File: src/rtl/pipe_alu4_pkg.sv
// Shared widths and opcode encodings for the pipe_alu4 datapath and its ALU.
package pipe_alu_pkg;

    localparam int DW = 16;
    localparam int RA = 4;
    localparam int MA = 8;
    localparam int FW = 4;

    localparam logic [FW-1:0] OP_ADD  = 4'd0;
    localparam logic [FW-1:0] OP_SUB  = 4'd1;
    localparam logic [FW-1:0] OP_MUL  = 4'd2;
    localparam logic [FW-1:0] OP_PASA = 4'd3;
    localparam logic [FW-1:0] OP_PASB = 4'd4;
    localparam logic [FW-1:0] OP_AND  = 4'd5;
    localparam logic [FW-1:0] OP_OR   = 4'd6;
    localparam logic [FW-1:0] OP_XOR  = 4'd7;
    localparam logic [FW-1:0] OP_NOTA = 4'd8;
    localparam logic [FW-1:0] OP_NOTB = 4'd9;
    localparam logic [FW-1:0] OP_SHR  = 4'd10;
    localparam logic [FW-1:0] OP_SHL  = 4'd11;

endpackage

File: src/rtl/pipe_alu4_if.sv
// Instruction fields into the pipeline and the stage-3 result coming back out.
interface pipe_alu4_if;
    import pipe_alu_pkg::*;

    logic [RA-1:0] rs1;
    logic [RA-1:0] rs2;
    logic [RA-1:0] rd;
    logic [FW-1:0] func;
    logic [MA-1:0] addr;
    logic [DW-1:0] Zout;

    modport master (output rs1, rs2, rd, func, addr, input Zout);
    modport slave  (input rs1, rs2, rd, func, addr, output Zout);

endinterface

File: src/rtl/pipe_alu4_alu.sv
// Combinational 16-bit ALU; every result is truncated to the data width.
module alu16
    import pipe_alu_pkg::*;
(
    input  logic [DW-1:0] a,
    input  logic [DW-1:0] b,
    input  logic [FW-1:0] func,
    output logic [DW-1:0] z
);

    always_comb begin
        z = '0;
        case (func)
            OP_ADD:  z = a + b;
            OP_SUB:  z = a - b;
            OP_MUL:  z = a * b;
            OP_PASA: z = a;
            OP_PASB: z = b;
            OP_AND:  z = a & b;
            OP_OR:   z = a | b;
            OP_XOR:  z = a ^ b;
            OP_NOTA: z = ~a;
            OP_NOTB: z = ~b;
            OP_SHR:  z = a >> 1;
            OP_SHL:  z = a << 1;
            default: z = '0;
        endcase
    end

endmodule

File: src/rtl/pipe_alu4.sv
// Four-stage register-to-register ALU pipeline: read, execute, regbank writeback,
// memory store. Free-running, no stalls or forwarding.
module pipe_alu4
    import pipe_alu_pkg::*;
(
    input  logic        clk,
    input  logic        rst,
    pipe_alu4_if.slave  bus
);

    logic [DW-1:0] regbank [0:(1<<RA)-1];
    logic [DW-1:0] mem     [0:(1<<MA)-1];

    logic [DW-1:0] a_q, a_d, b_q, b_d;
    logic [RA-1:0] rd1_q, rd1_d;
    logic [FW-1:0] func1_q, func1_d;
    logic [MA-1:0] addr1_q, addr1_d;
    logic          v1_q, v1_d;

    logic [DW-1:0] z_q, z_d;
    logic [RA-1:0] rd2_q, rd2_d;
    logic [MA-1:0] addr2_q, addr2_d;
    logic          v2_q, v2_d;

    logic [DW-1:0] zout_q, zout_d;
    logic [MA-1:0] addr3_q, addr3_d;
    logic          v3_q, v3_d;

    logic [DW-1:0] alu_z;

    alu16 u_alu (
        .a    (a_q),
        .b    (b_q),
        .func (func1_q),
        .z    (alu_z)
    );

    always_comb begin
        a_d     = regbank[bus.rs1];
        b_d     = regbank[bus.rs2];
        rd1_d   = bus.rd;
        func1_d = bus.func;
        addr1_d = bus.addr;
        v1_d    = 1'b1;

        z_d     = alu_z;
        rd2_d   = rd1_q;
        addr2_d = addr1_q;
        v2_d    = v1_q;

        zout_d  = z_q;
        addr3_d = addr2_q;
        v3_d    = v2_q;
    end

    always_ff @(posedge clk) begin
        if (rst) begin
            a_q     <= '0;
            b_q     <= '0;
            rd1_q   <= '0;
            func1_q <= '0;
            addr1_q <= '0;
            v1_q    <= 1'b0;
            z_q     <= '0;
            rd2_q   <= '0;
            addr2_q <= '0;
            v2_q    <= 1'b0;
            zout_q  <= '0;
            addr3_q <= '0;
            v3_q    <= 1'b0;
        end else begin
            a_q     <= a_d;
            b_q     <= b_d;
            rd1_q   <= rd1_d;
            func1_q <= func1_d;
            addr1_q <= addr1_d;
            v1_q    <= v1_d;
            z_q     <= z_d;
            rd2_q   <= rd2_d;
            addr2_q <= addr2_d;
            v2_q    <= v2_d;
            zout_q  <= zout_d;
            addr3_q <= addr3_d;
            v3_q    <= v3_d;
        end
    end

    // Storage keeps its contents across reset; a reset edge squashes any write
    // still pending in S3/S4 so in-flight instructions leave no trace.
    always_ff @(posedge clk) begin
        if (!rst && v2_q) begin
            regbank[rd2_q] <= z_q;
        end
    end

    always_ff @(posedge clk) begin
        if (!rst && v3_q) begin
            mem[addr3_q] <= zout_q;
        end
    end

    assign bus.Zout = zout_q;

endmodule

File: src/flat_wrapper.sv
// flat-port wrapper written by rule: the top's interface ports become plain ports
module pipe_alu4_flat import pipe_alu_pkg::*;
  (clk, rst, bus_rs1, bus_rs2, bus_rd, bus_func, bus_addr, bus_Zout);
  pipe_alu4_if bus_i ();
  input  logic clk;
  input  logic rst;
  input wire logic [$bits(bus_i.rs1)-1:0] bus_rs1;
  input wire logic [$bits(bus_i.rs2)-1:0] bus_rs2;
  input wire logic [$bits(bus_i.rd)-1:0] bus_rd;
  input wire logic [$bits(bus_i.func)-1:0] bus_func;
  input wire logic [$bits(bus_i.addr)-1:0] bus_addr;
  output wire logic [$bits(bus_i.Zout)-1:0] bus_Zout;
  assign bus_i.rs1 = bus_rs1;
  assign bus_i.rs2 = bus_rs2;
  assign bus_i.rd = bus_rd;
  assign bus_i.func = bus_func;
  assign bus_i.addr = bus_addr;
  assign bus_Zout = bus_i.Zout;
  pipe_alu4 u_core (.clk(clk), .rst(rst), .bus(bus_i));
endmodule
File: config.mk
export PLATFORM = sky130hd
export DESIGN_NAME = pipe_alu4_flat
export DESIGN_NICKNAME = d
export VERILOG_FILES = /design/src/rtl/pipe_alu4_pkg.sv /design/src/rtl/pipe_alu4_if.sv /design/src/rtl/pipe_alu4_alu.sv /design/src/rtl/pipe_alu4.sv /design/src/flat_wrapper.sv
export SDC_FILE = /design/constraint.sdc
export NUM_CORES = 1
export LEC_CHECK = 0
export CORE_ASPECT_RATIO = 1.75
export CORE_MARGIN = 2
export CORE_UTILIZATION = 40
export CTS_CLUSTER_SIZE = 10
export DETAILED_ROUTE_END_ITERATION = 8
export PLACE_DENSITY = 0.61
export SLEW_MARGIN = 20
export SYNTH_ARGS = -nofsm -noshare
export SYNTH_HDL_FRONTEND = slang
export SYNTH_HIERARCHICAL = 1
export SYNTH_SLANG_ARGS = --single-unit
File: constraint.sdc
create_clock -name clk -period 14.1 [get_ports clk]
set_clock_uncertainty 0.15 [all_clocks]
set_input_delay 1.41 -clock clk [delete_from_list [all_inputs] [get_ports clk]]
set_output_delay 1.41 -clock clk [all_outputs]
set_load 0.1 [all_outputs]
## Yosys cells after proc, flatten, opt, wreduce, memory -nomap -nowiden

Memory sizes are Yosys's and may differ from the RTL's. A register that Yosys moved wholly into a read port is not among the register bits.
Index checks and enable logic that the tools add are counted.
Widths: inputs -> output; s select.

- Add/sub/neg operators: 2
- $mul: 1
- Equal/unequal tests: 11
- Muxes and demuxes: 4
- Bitwise operators: 5
- Reduce and logical (&&, ||, !) cells: 3

Operator list:

| kind | number |
|---|---|
| $pmux 16 s12 | 1 |
| $not 16->16 | 2 |
| $add 16x16->16 | 1 |
| $and 16x16->16 | 1 |
| $eq 4x3->1 const B | 4 |
| $eq 4x4->1 const B | 4 |
| $mul 16x16->16 | 1 |
| $or 16x16->16 | 1 |
| $sub 16x16->16 | 1 |
| $xor 16x16->16 | 1 |
| $eq 4x2->1 const B | 2 |
| $eq 4x1->1 const B | 1 |
| $logic_not 4->1 | 1 |
| $mux 1 | 3 |
| $logic_and 1x1->1 | 1 |
| $logic_not 1->1 | 1 |

- Register bits: 46
- Memory bits (writable): 256
- Output and inout port bits: 16
- Word-level logic and storage cells: 34
- Memories: 1

Memories:

| memory | words | bits a word | rd ports | clocked after memory_dff | write ports | line | RTL |
|---|---|---|---|---|---|---|---|
| u_core.regbank | 16 | 16 | 2 | 2 | 1 | pipe_alu4.sv:11 | `logic [DW-1:0] regbank [0:(1<<RA)-1];` |

## Logic depth before layout (Yosys ltp)

Gate-level depths: netlist of the first run.

- Depth after elaboration: 4
- Depth in mapped cells: 23

## Cells and area by module

Netlist of the first run, hierarchy kept.

Modules (own cells, without submodules):

| module | instances | cells each | area each (µm²) | sequential area each (µm²) |
|---|---|---|---|---|
| pipe_alu4 | 1 | 755 | 13,903.3 | 9,248.9 |
| alu16 | 1 | 854 | 6,401.1 | 0.0 |

## Worst setup path before layout of the first run

OpenSTA, ideal clock, no wires.

- Path type: register -> register
- Start: reg u_core.b_q[2], read port of u_core.regbank
- End: reg u_core.z_q[15]
- Library setup time: 0.127 ns
- Arrival time: 5.386 ns
- Setup slack: 8.436 ns
- Stages on the path, launching flop included: 21
- Path buffers: 1
- Cell sequence: dfxtp_1 clkbuf_1 clkinv_1 nor2_1 fa_1 inv_1 fa_1 inv_1 fa_1 fa_1 inv_1 fa_1 fa_1 xnor2_1 xnor2_1 xnor2_1 xnor2_1 xnor3_1 xnor2_1 a221o_1 nor2b_1

- Word-level cells in the longest chain between the ends: 2
- Elaborated cells between the ends (all ways): 4

RTL lines:

| element | line | RTL |
|---|---|---|
| start, declared | pipe_alu4.sv:14 | `logic [DW-1:0] a_q, a_d, b_q, b_d;` |
| $mul 16x16->16 (tied with other cells) | pipe_alu4_alu.sv:16 | `OP_MUL: z = a * b;` |
| $pmux 16 s12 (*) | pipe_alu4_alu.sv:13 | `case (func)` |
| via u_core.alu_z[15] | pipe_alu4.sv:29 | `logic [DW-1:0] alu_z;` |
| end signal, assigned | pipe_alu4.sv:78 | `z_q <= z_d;` |
| end, declared | pipe_alu4.sv:20 | `logic [DW-1:0] z_q, z_d;` |

Mark *: on every way through the listed nets, which the timed path passes. The rest lies on a longest branch.
A chain may end at the register's enable or synchronous reset.

## Final worst setup path of the first run

Same ends and word-level chain as after synthesis.

==> results.json, run 1 <==
{
  "status": "finished clean",
  "synth-seq-area-share_pct": 45.6,
  "final_util_pct": 44.3,
  "final_nets": 1821,
  "synth_edf_count": 256,
  "p_leak_nw": 8.28,
  "cts-root-buf": "clkbuf_16",
  "fin_crit_ps": 6790,
  "end_kind": "register",
  "globalRoute.totalOverflow": 0,
  "postCtsHoldBufs": 0,
  "portBuffers": 33,
  "hold_ws_ps": 291,
  "worstHoldPathType": "reg -> reg",
  "gr-usage-all-layers_pct": 22.5,
  "synth_cell_types": 72,
  "grt_pass1_wl_mm": 88.3,
  "async_flop_share_pct": 0,
  "arrival_ps": 7010,
  "cts_tree": "built",
  "post_dp_cell_area_um2": 21100,
  "synth_xor_area_share_pct": 2.79,
  "synth-seq-cells": 334,
  "via_per_inst": 5.84,
  "final.setup.tns_ps": 0,
  "diodes": 0,
  "worst_pin_slew_ps": 1160,
  "critPathLaunchType": "register",
  "critPathMaxFanout": 13,
  "synth_area_um2": 20300,
  "synth_ff_type": "edfxtp_1",
  "remaining_drc_errors": 0,
  "area_growth_pct": 9.77,
  "synth_compound_gate_area_share_pct": 7.70,
  "ys.warnings.count": 6,
  "peakVddDrop_mv": 0.104,
  "grt_pass1_vias": 14700,
  "die_y_um": 302,
  "core_um2": 50300,
  "power_density_nw_per_um2": 121,
  "totalPowerFinal_mw": 2.69,
  "required_ps": 14330,
  "drt_iter0_drc": 1061,
  "synth_cells": 1609,
  "gp_congestion": 0.918,
  "setup_violations": 0,
  "synthAdderAreaFrac_pct": 14.0,
  "synth_top_family_by_area": "multiplexers",
  "htree_num_levels": 2,
  "synth_mux_area_share_pct": 16.2,
  "die_area_um2": 52600,
  "grt_max_degree": 53,
  "drive_above_1_share_pct": 13.0,
  "hold_viol": 0,
  "clkTransAtPathRegs_ps": 60,
  "synth_top_area_share_pct": 37.9,
  "max_freq_mhz": 147,
  "fp.dieW_um": 174,
  "io_pins": 42,
  "yosys.area.top_type": "edfxtp_1",
  "antenna_found_initial": 1,
  "num_vias": 13500,
  "cts_setup_buffers": 0,
  "row_count": 109,
  "cts_buffers": 39,
  "maxCapViolCount": 0,
  "synthTopCellsByArea": "edfxtp_1 38%, mux4_2 11%, fa_1 8.0%, dfxtp_1 7.7%, ha_1 6.0%",
  "post_cts_resized": 0,
  "drv_slew": 0,
  "final_antenna_net_count": 0,
  "crit_type": "reg -> reg",
  "clockBufferDepth": 3,
  "clk_latency_ps": 530,
  "wl_mm": 58.7,
  "fin_crit_sh_pct": 48.1,
  "detailed_place_hpwl_mm": 40.4,
  "avgRoutedWirePerCell_um": 25.4,
  "first_pass_iters": 5,
  "syn-num-nets": 1813,
  "syn_avg_cell_area_um2": 12.6,
  "design_area_um2": 22300,
  "start_util_pct": 40.3,
  "cts_sinks": 334,
  "synthSimpleGateAreaFrac_pct": 8.20,
  "slew_headroom_pct": 22.4,
  "rrSetupSlack_ps": 7310,
  "rsz0062_at_grt": "false"
}
registers in the layout (all words and copies together) (netlist names):
name	flops
u_core/b_q	16
u_core/a_q	16
u_core/z_q	16
u_core/func1_q	4
u_core/regbank	256
u_core/bus.Zout	16
u_core/v1_q	1
u_core/v2_q	1
u_core/rd1_q	4
u_core/rd2_q	4
worst paths after layout:
| kind | start | end | depth (start not counted) |
|---|---|---|---|
| setup / recovery | u_core/b_q[2] | u_core/z_q[15] | 19 |
| hold / removal | u_core/v1_q | u_core/v2_q | 1 |
| setup reg to reg | u_core/b_q[2] | u_core/z_q[15] | 19 |
| hold reg to reg | u_core/v1_q | u_core/v2_q | 1 |
through the flow:
stage / cells / setup WS (ps)
after CTS: 2313 / 7280
after global placement: 2242 / 7340
after detailed placement: 2242 / 7310
after floorplan: 1609 / 8440
final: 2313 / 7310
after global routing: 2313 / 7070
synth_stat cells, types with 42 or more instances:
library cell / count
a21oi_1: 43
clkbuf_1: 42
dfxtp_1: 78
edfxtp_1: 256
fa_1: 81
ha_1: 97
inv_1: 142
mux2i_1: 92
mux4_2: 102
nand2_1: 106
nor2_1: 125
nor2b_1: 54
o21ai_0: 45
xnor2_1: 48
layer usage:
metal	track usage [%]	wire (µm)	share of wire [%]
met3	2.05	2410	4.1
met5	0	0	0
met2	42.6	31800	54
met1	23.7	20500	35
met4	14.8	3980	6.8
cells by family after synthesis:
| kind of cell | count (synthesis) |
|---|---|
| AO/OA/AOI/OAI | 230 |
| XOR/XNOR | 63 |
| adder cells (fa/ha/maj) | 178 |
| buffers and inverters | 245 |
| flip-flops | 334 |
| multiplexers | 197 |
| AND/OR/NAND/NOR | 362 |
cell usage in the layout (no fill, tap or decap), types with 9 or more instances in the layout:
master,n
a22oi_1,18
inv_1,142
nand2_1,106
a211oi_1,9
xnor2_1,48
clkbuf_16,40
a221oi_1,24
ha_1,97
nor3_1,9
edfxtp_1,256
nand2b_1,13
a21oi_1,43
clkdlybuf4s50_1,26
clkbuf_1,28
dfxtp_1,78
xor2_1,14
or3_1,10
buf_4,32
mux4_2,102
nor2_1,113
nor2_2,12
nand3_1,15
nor2b_1,54
mux2i_1,92
o21ai_1,16
fa_1,81
o21ai_0,45
o22ai_1,17
critical path, stage by stage, from the launching register on:
cell and delay (ps):
dfxtp_1 790, clkinv_1 600, nor2_1 360, fa_1 460, inv_1 90, fa_1 390, inv_1 90, fa_1 480
fa_1 560, inv_1 50, fa_1 450, fa_1 410, xnor2_1 190, xnor2_1 110, xnor2_1 250, xnor2_1 150
xnor3_1 440, xnor2_1 140, a221o_1 330, nor2b_1 140
where the power goes:
group / total [mW] / internal (mW) / switching [mW] / leakage [nW]
registers: 1.20 / 1.12 / 0.0827 / 2.99
logic: 0.573 / 0.233 / 0.340 / 4.75
clock network: 0.915 / 0.532 / 0.383 / 0.542
total: 2.69 / 1.88 / 0.806 / 8.28
cell type report:
| class | count | area [µm²] |
|---|---|---|
| Sequential cell | 334 | 9250 |
| Clock inverter | 3 | 33.8 |
| Clock buffer | 68 | 1110 |
| Tap cell | 666 | 833 |
| Inverter | 149 | 559 |
| Multi-Input combinational cell | 1030 | 9980 |
| Timing Repair Buffer | 63 | 526 |
| Fill cell | 4554 | 28000 |
Note: power is estimated with default switching activity, not from simulation.
==> run 2: changes to the inputs <==
Clock period 14.1 ns to 6.57 ns, I/O delays scaled along.
==> results.json, run 2 (synthesized netlist as in run 1, its figures left out) <==
{
  "final_cell_mix": "256 x edfxtp_1, 142 x inv_1, 113 x nor2_1, 106 x nand2_1, 102 x mux4_2",
  "p_switching_mw": 1.74,
  "p_clk_share_pct": 33.8,
  "p_comb_share_pct": 22.4,
  "largest_reg_flops": 256,
  "final_antenna_net_count": 0,
  "final.setup.tns_ps": 0,
  "drive_above_1_share_pct": 15.0,
  "num_vias": 13700,
  "cts_buffers": 39,
  "worst_pin_slew_ps": 1160,
  "die_y_um": 302,
  "arrival_ps": 6500,
  "max_freq_mhz": 160,
  "final_util_pct": 44.9,
  "gp_congestion": 0.977,
  "fp.dieW_um": 174,
  "remaining_drc_errors": 0,
  "status": "finished clean",
  "diodes": 0,
  "p_leak_nw": 8.46,
  "setup_violations": 0,
  "path_delay_family": "adder cells",
  "htree_num_levels": 2,
  "die_area_um2": 52600,
  "io_pins": 42,
  "drt_iter0_drc": 972,
  "cts_sinks": 334,
  "fin_crit_ps": 6270,
  "area_growth_pct": 11.2,
  "power_frac_seq_pct": 43.8,
  "crit_buf_inv": 4,
  "drv_slew": 0,
  "critPathMaxFanout": 7,
  "path_cells": "ha_1 > inv_1 > fa_1 > fa_1 > fa_1 > fa_1 > inv_1 > fa_1 > inv_1 > fa_1 > inv_1 > ha_1 > nand3_1 > a21oi_1 > or4_1 > a31oi_1 > o21ai_1 > nor2b_1",
  "postCtsHoldBufs": 0,
  "nFillCells": 4539,
  "hold_viol": 0,
  "cts-root-buf": "clkbuf_16",
  "totalPowerFinal_mw": 5.82,
  "grt_max_degree": 51,
  "cts_tree": "built",
  "avgRoutedWirePerCell_um": 25.9,
  "portBuffers": 33,
  "seq_area_um2": 9250,
  "grt_pass1_vias": 14900,
  "clkTransAtPathRegs_ps": 50,
  "antenna_found_initial": 2,
  "first_pass_iters": 5,
  "grt_pass1_wl_mm": 91.2,
  "final_nets": 1857,
  "rsz0062_at_grt": "false",
  "post_cts_resized": 0,
  "crit_path_max_incr_delay_ps": 720,
  "crit_path_frequent_cell": "fa_1",
  "via_per_inst": 5.82,
  "core_um2": 50300,
  "critPathSlowestCell": "dfxtp_1",
  "final_common_cell": "edfxtp_1",
  "peakVddDrop_mv": 0.187,
  "wl_mm": 60.8,
  "hold_ws_ps": 293,
  "crit_type": "reg -> reg",
  "slew_headroom_pct": 22.2,
  "gr-usage-all-layers_pct": 23.4,
  "dp_cells": 2278,
  "detailed_place_hpwl_mm": 43.1,
  "clockBufferDepth": 3,
  "power_density_nw_per_um2": 258,
  "end_kind": "register",
  "row_count": 109,
  "p_sw_share_pct": 29.9,
  "final_cells": 2348,
  "largest_register": "u_core/regbank",
  "start_util_pct": 40.3,
  "clk_latency_ps": 520,
  "critPathLaunchType": "register",
  "fin_crit_sh_pct": 95.4,
  "p_int_mw": 4.08,
  "multi_input_area_um2": 10000,
  "globalRoute.totalOverflow": 0,
  "worstHoldPathType": "reg -> reg",
  "cts_setup_buffers": 0,
  "required_ps": 6800,
  "maxCapViolCount": 0
}
run 2: power groups by stage:
stage	sequential (mW)	clock, mW	combinational, mW
global placement	2.58	0	1.27
floorplan	2.58	0	0.883
global route	2.56	2.08	1.44
finish	2.55	1.97	1.30
CTS	2.54	2.01	1.30
detailed placement	2.59	0	1.29
run 2: metrics by stage:
stage | worst slack, ps | instance area, µm²
floorplan | 906 | 20300
global placement | 421 | 21400
detailed placement | 356 | 21400
CTS | 319 | 22600
global route | 85.5 | 22600
finish | 303 | 22600
run 2: path summary, 6_finish.rpt:
| kind | cells after the start | to | from | slack (ps) |
|---|---|---|---|---|
| max | 18 | u_core/z_q[13] | u_core/a_q[5] | 300 |
| min | 1 | u_core/v2_q | u_core/v1_q | 290 |
| max reg2reg | 18 | u_core/z_q[13] | u_core/a_q[5] | 300 |
| min reg2reg | 1 | u_core/v2_q | u_core/v1_q | 290 |
run 2: routing by layer:
metal | up-vias | part of all wire (%) | track usage [%] | routed length (µm)
met3 | 257 | 5.1 | 2.56 | 3100
met4 | 2 | 8.2 | 16.8 | 4970
met2 | 578 | 53 | 44.0 | 32300
met5 | - | 0.013 | 0 | 8
met1 | 6883 | 34 | 24.1 | 20400
li1 | 5940 | - | - | -
run 2: layout make-up:
type,count,share of cell area [%]
Clock buffer,69,5.01
Clock inverter,1,0.0388
Inverter,149,2.48
Multi-Input combinational cell,1030,44.3
Sequential cell,334,41.0
Tap cell,666,3.69
Timing Repair Buffer,99,3.53
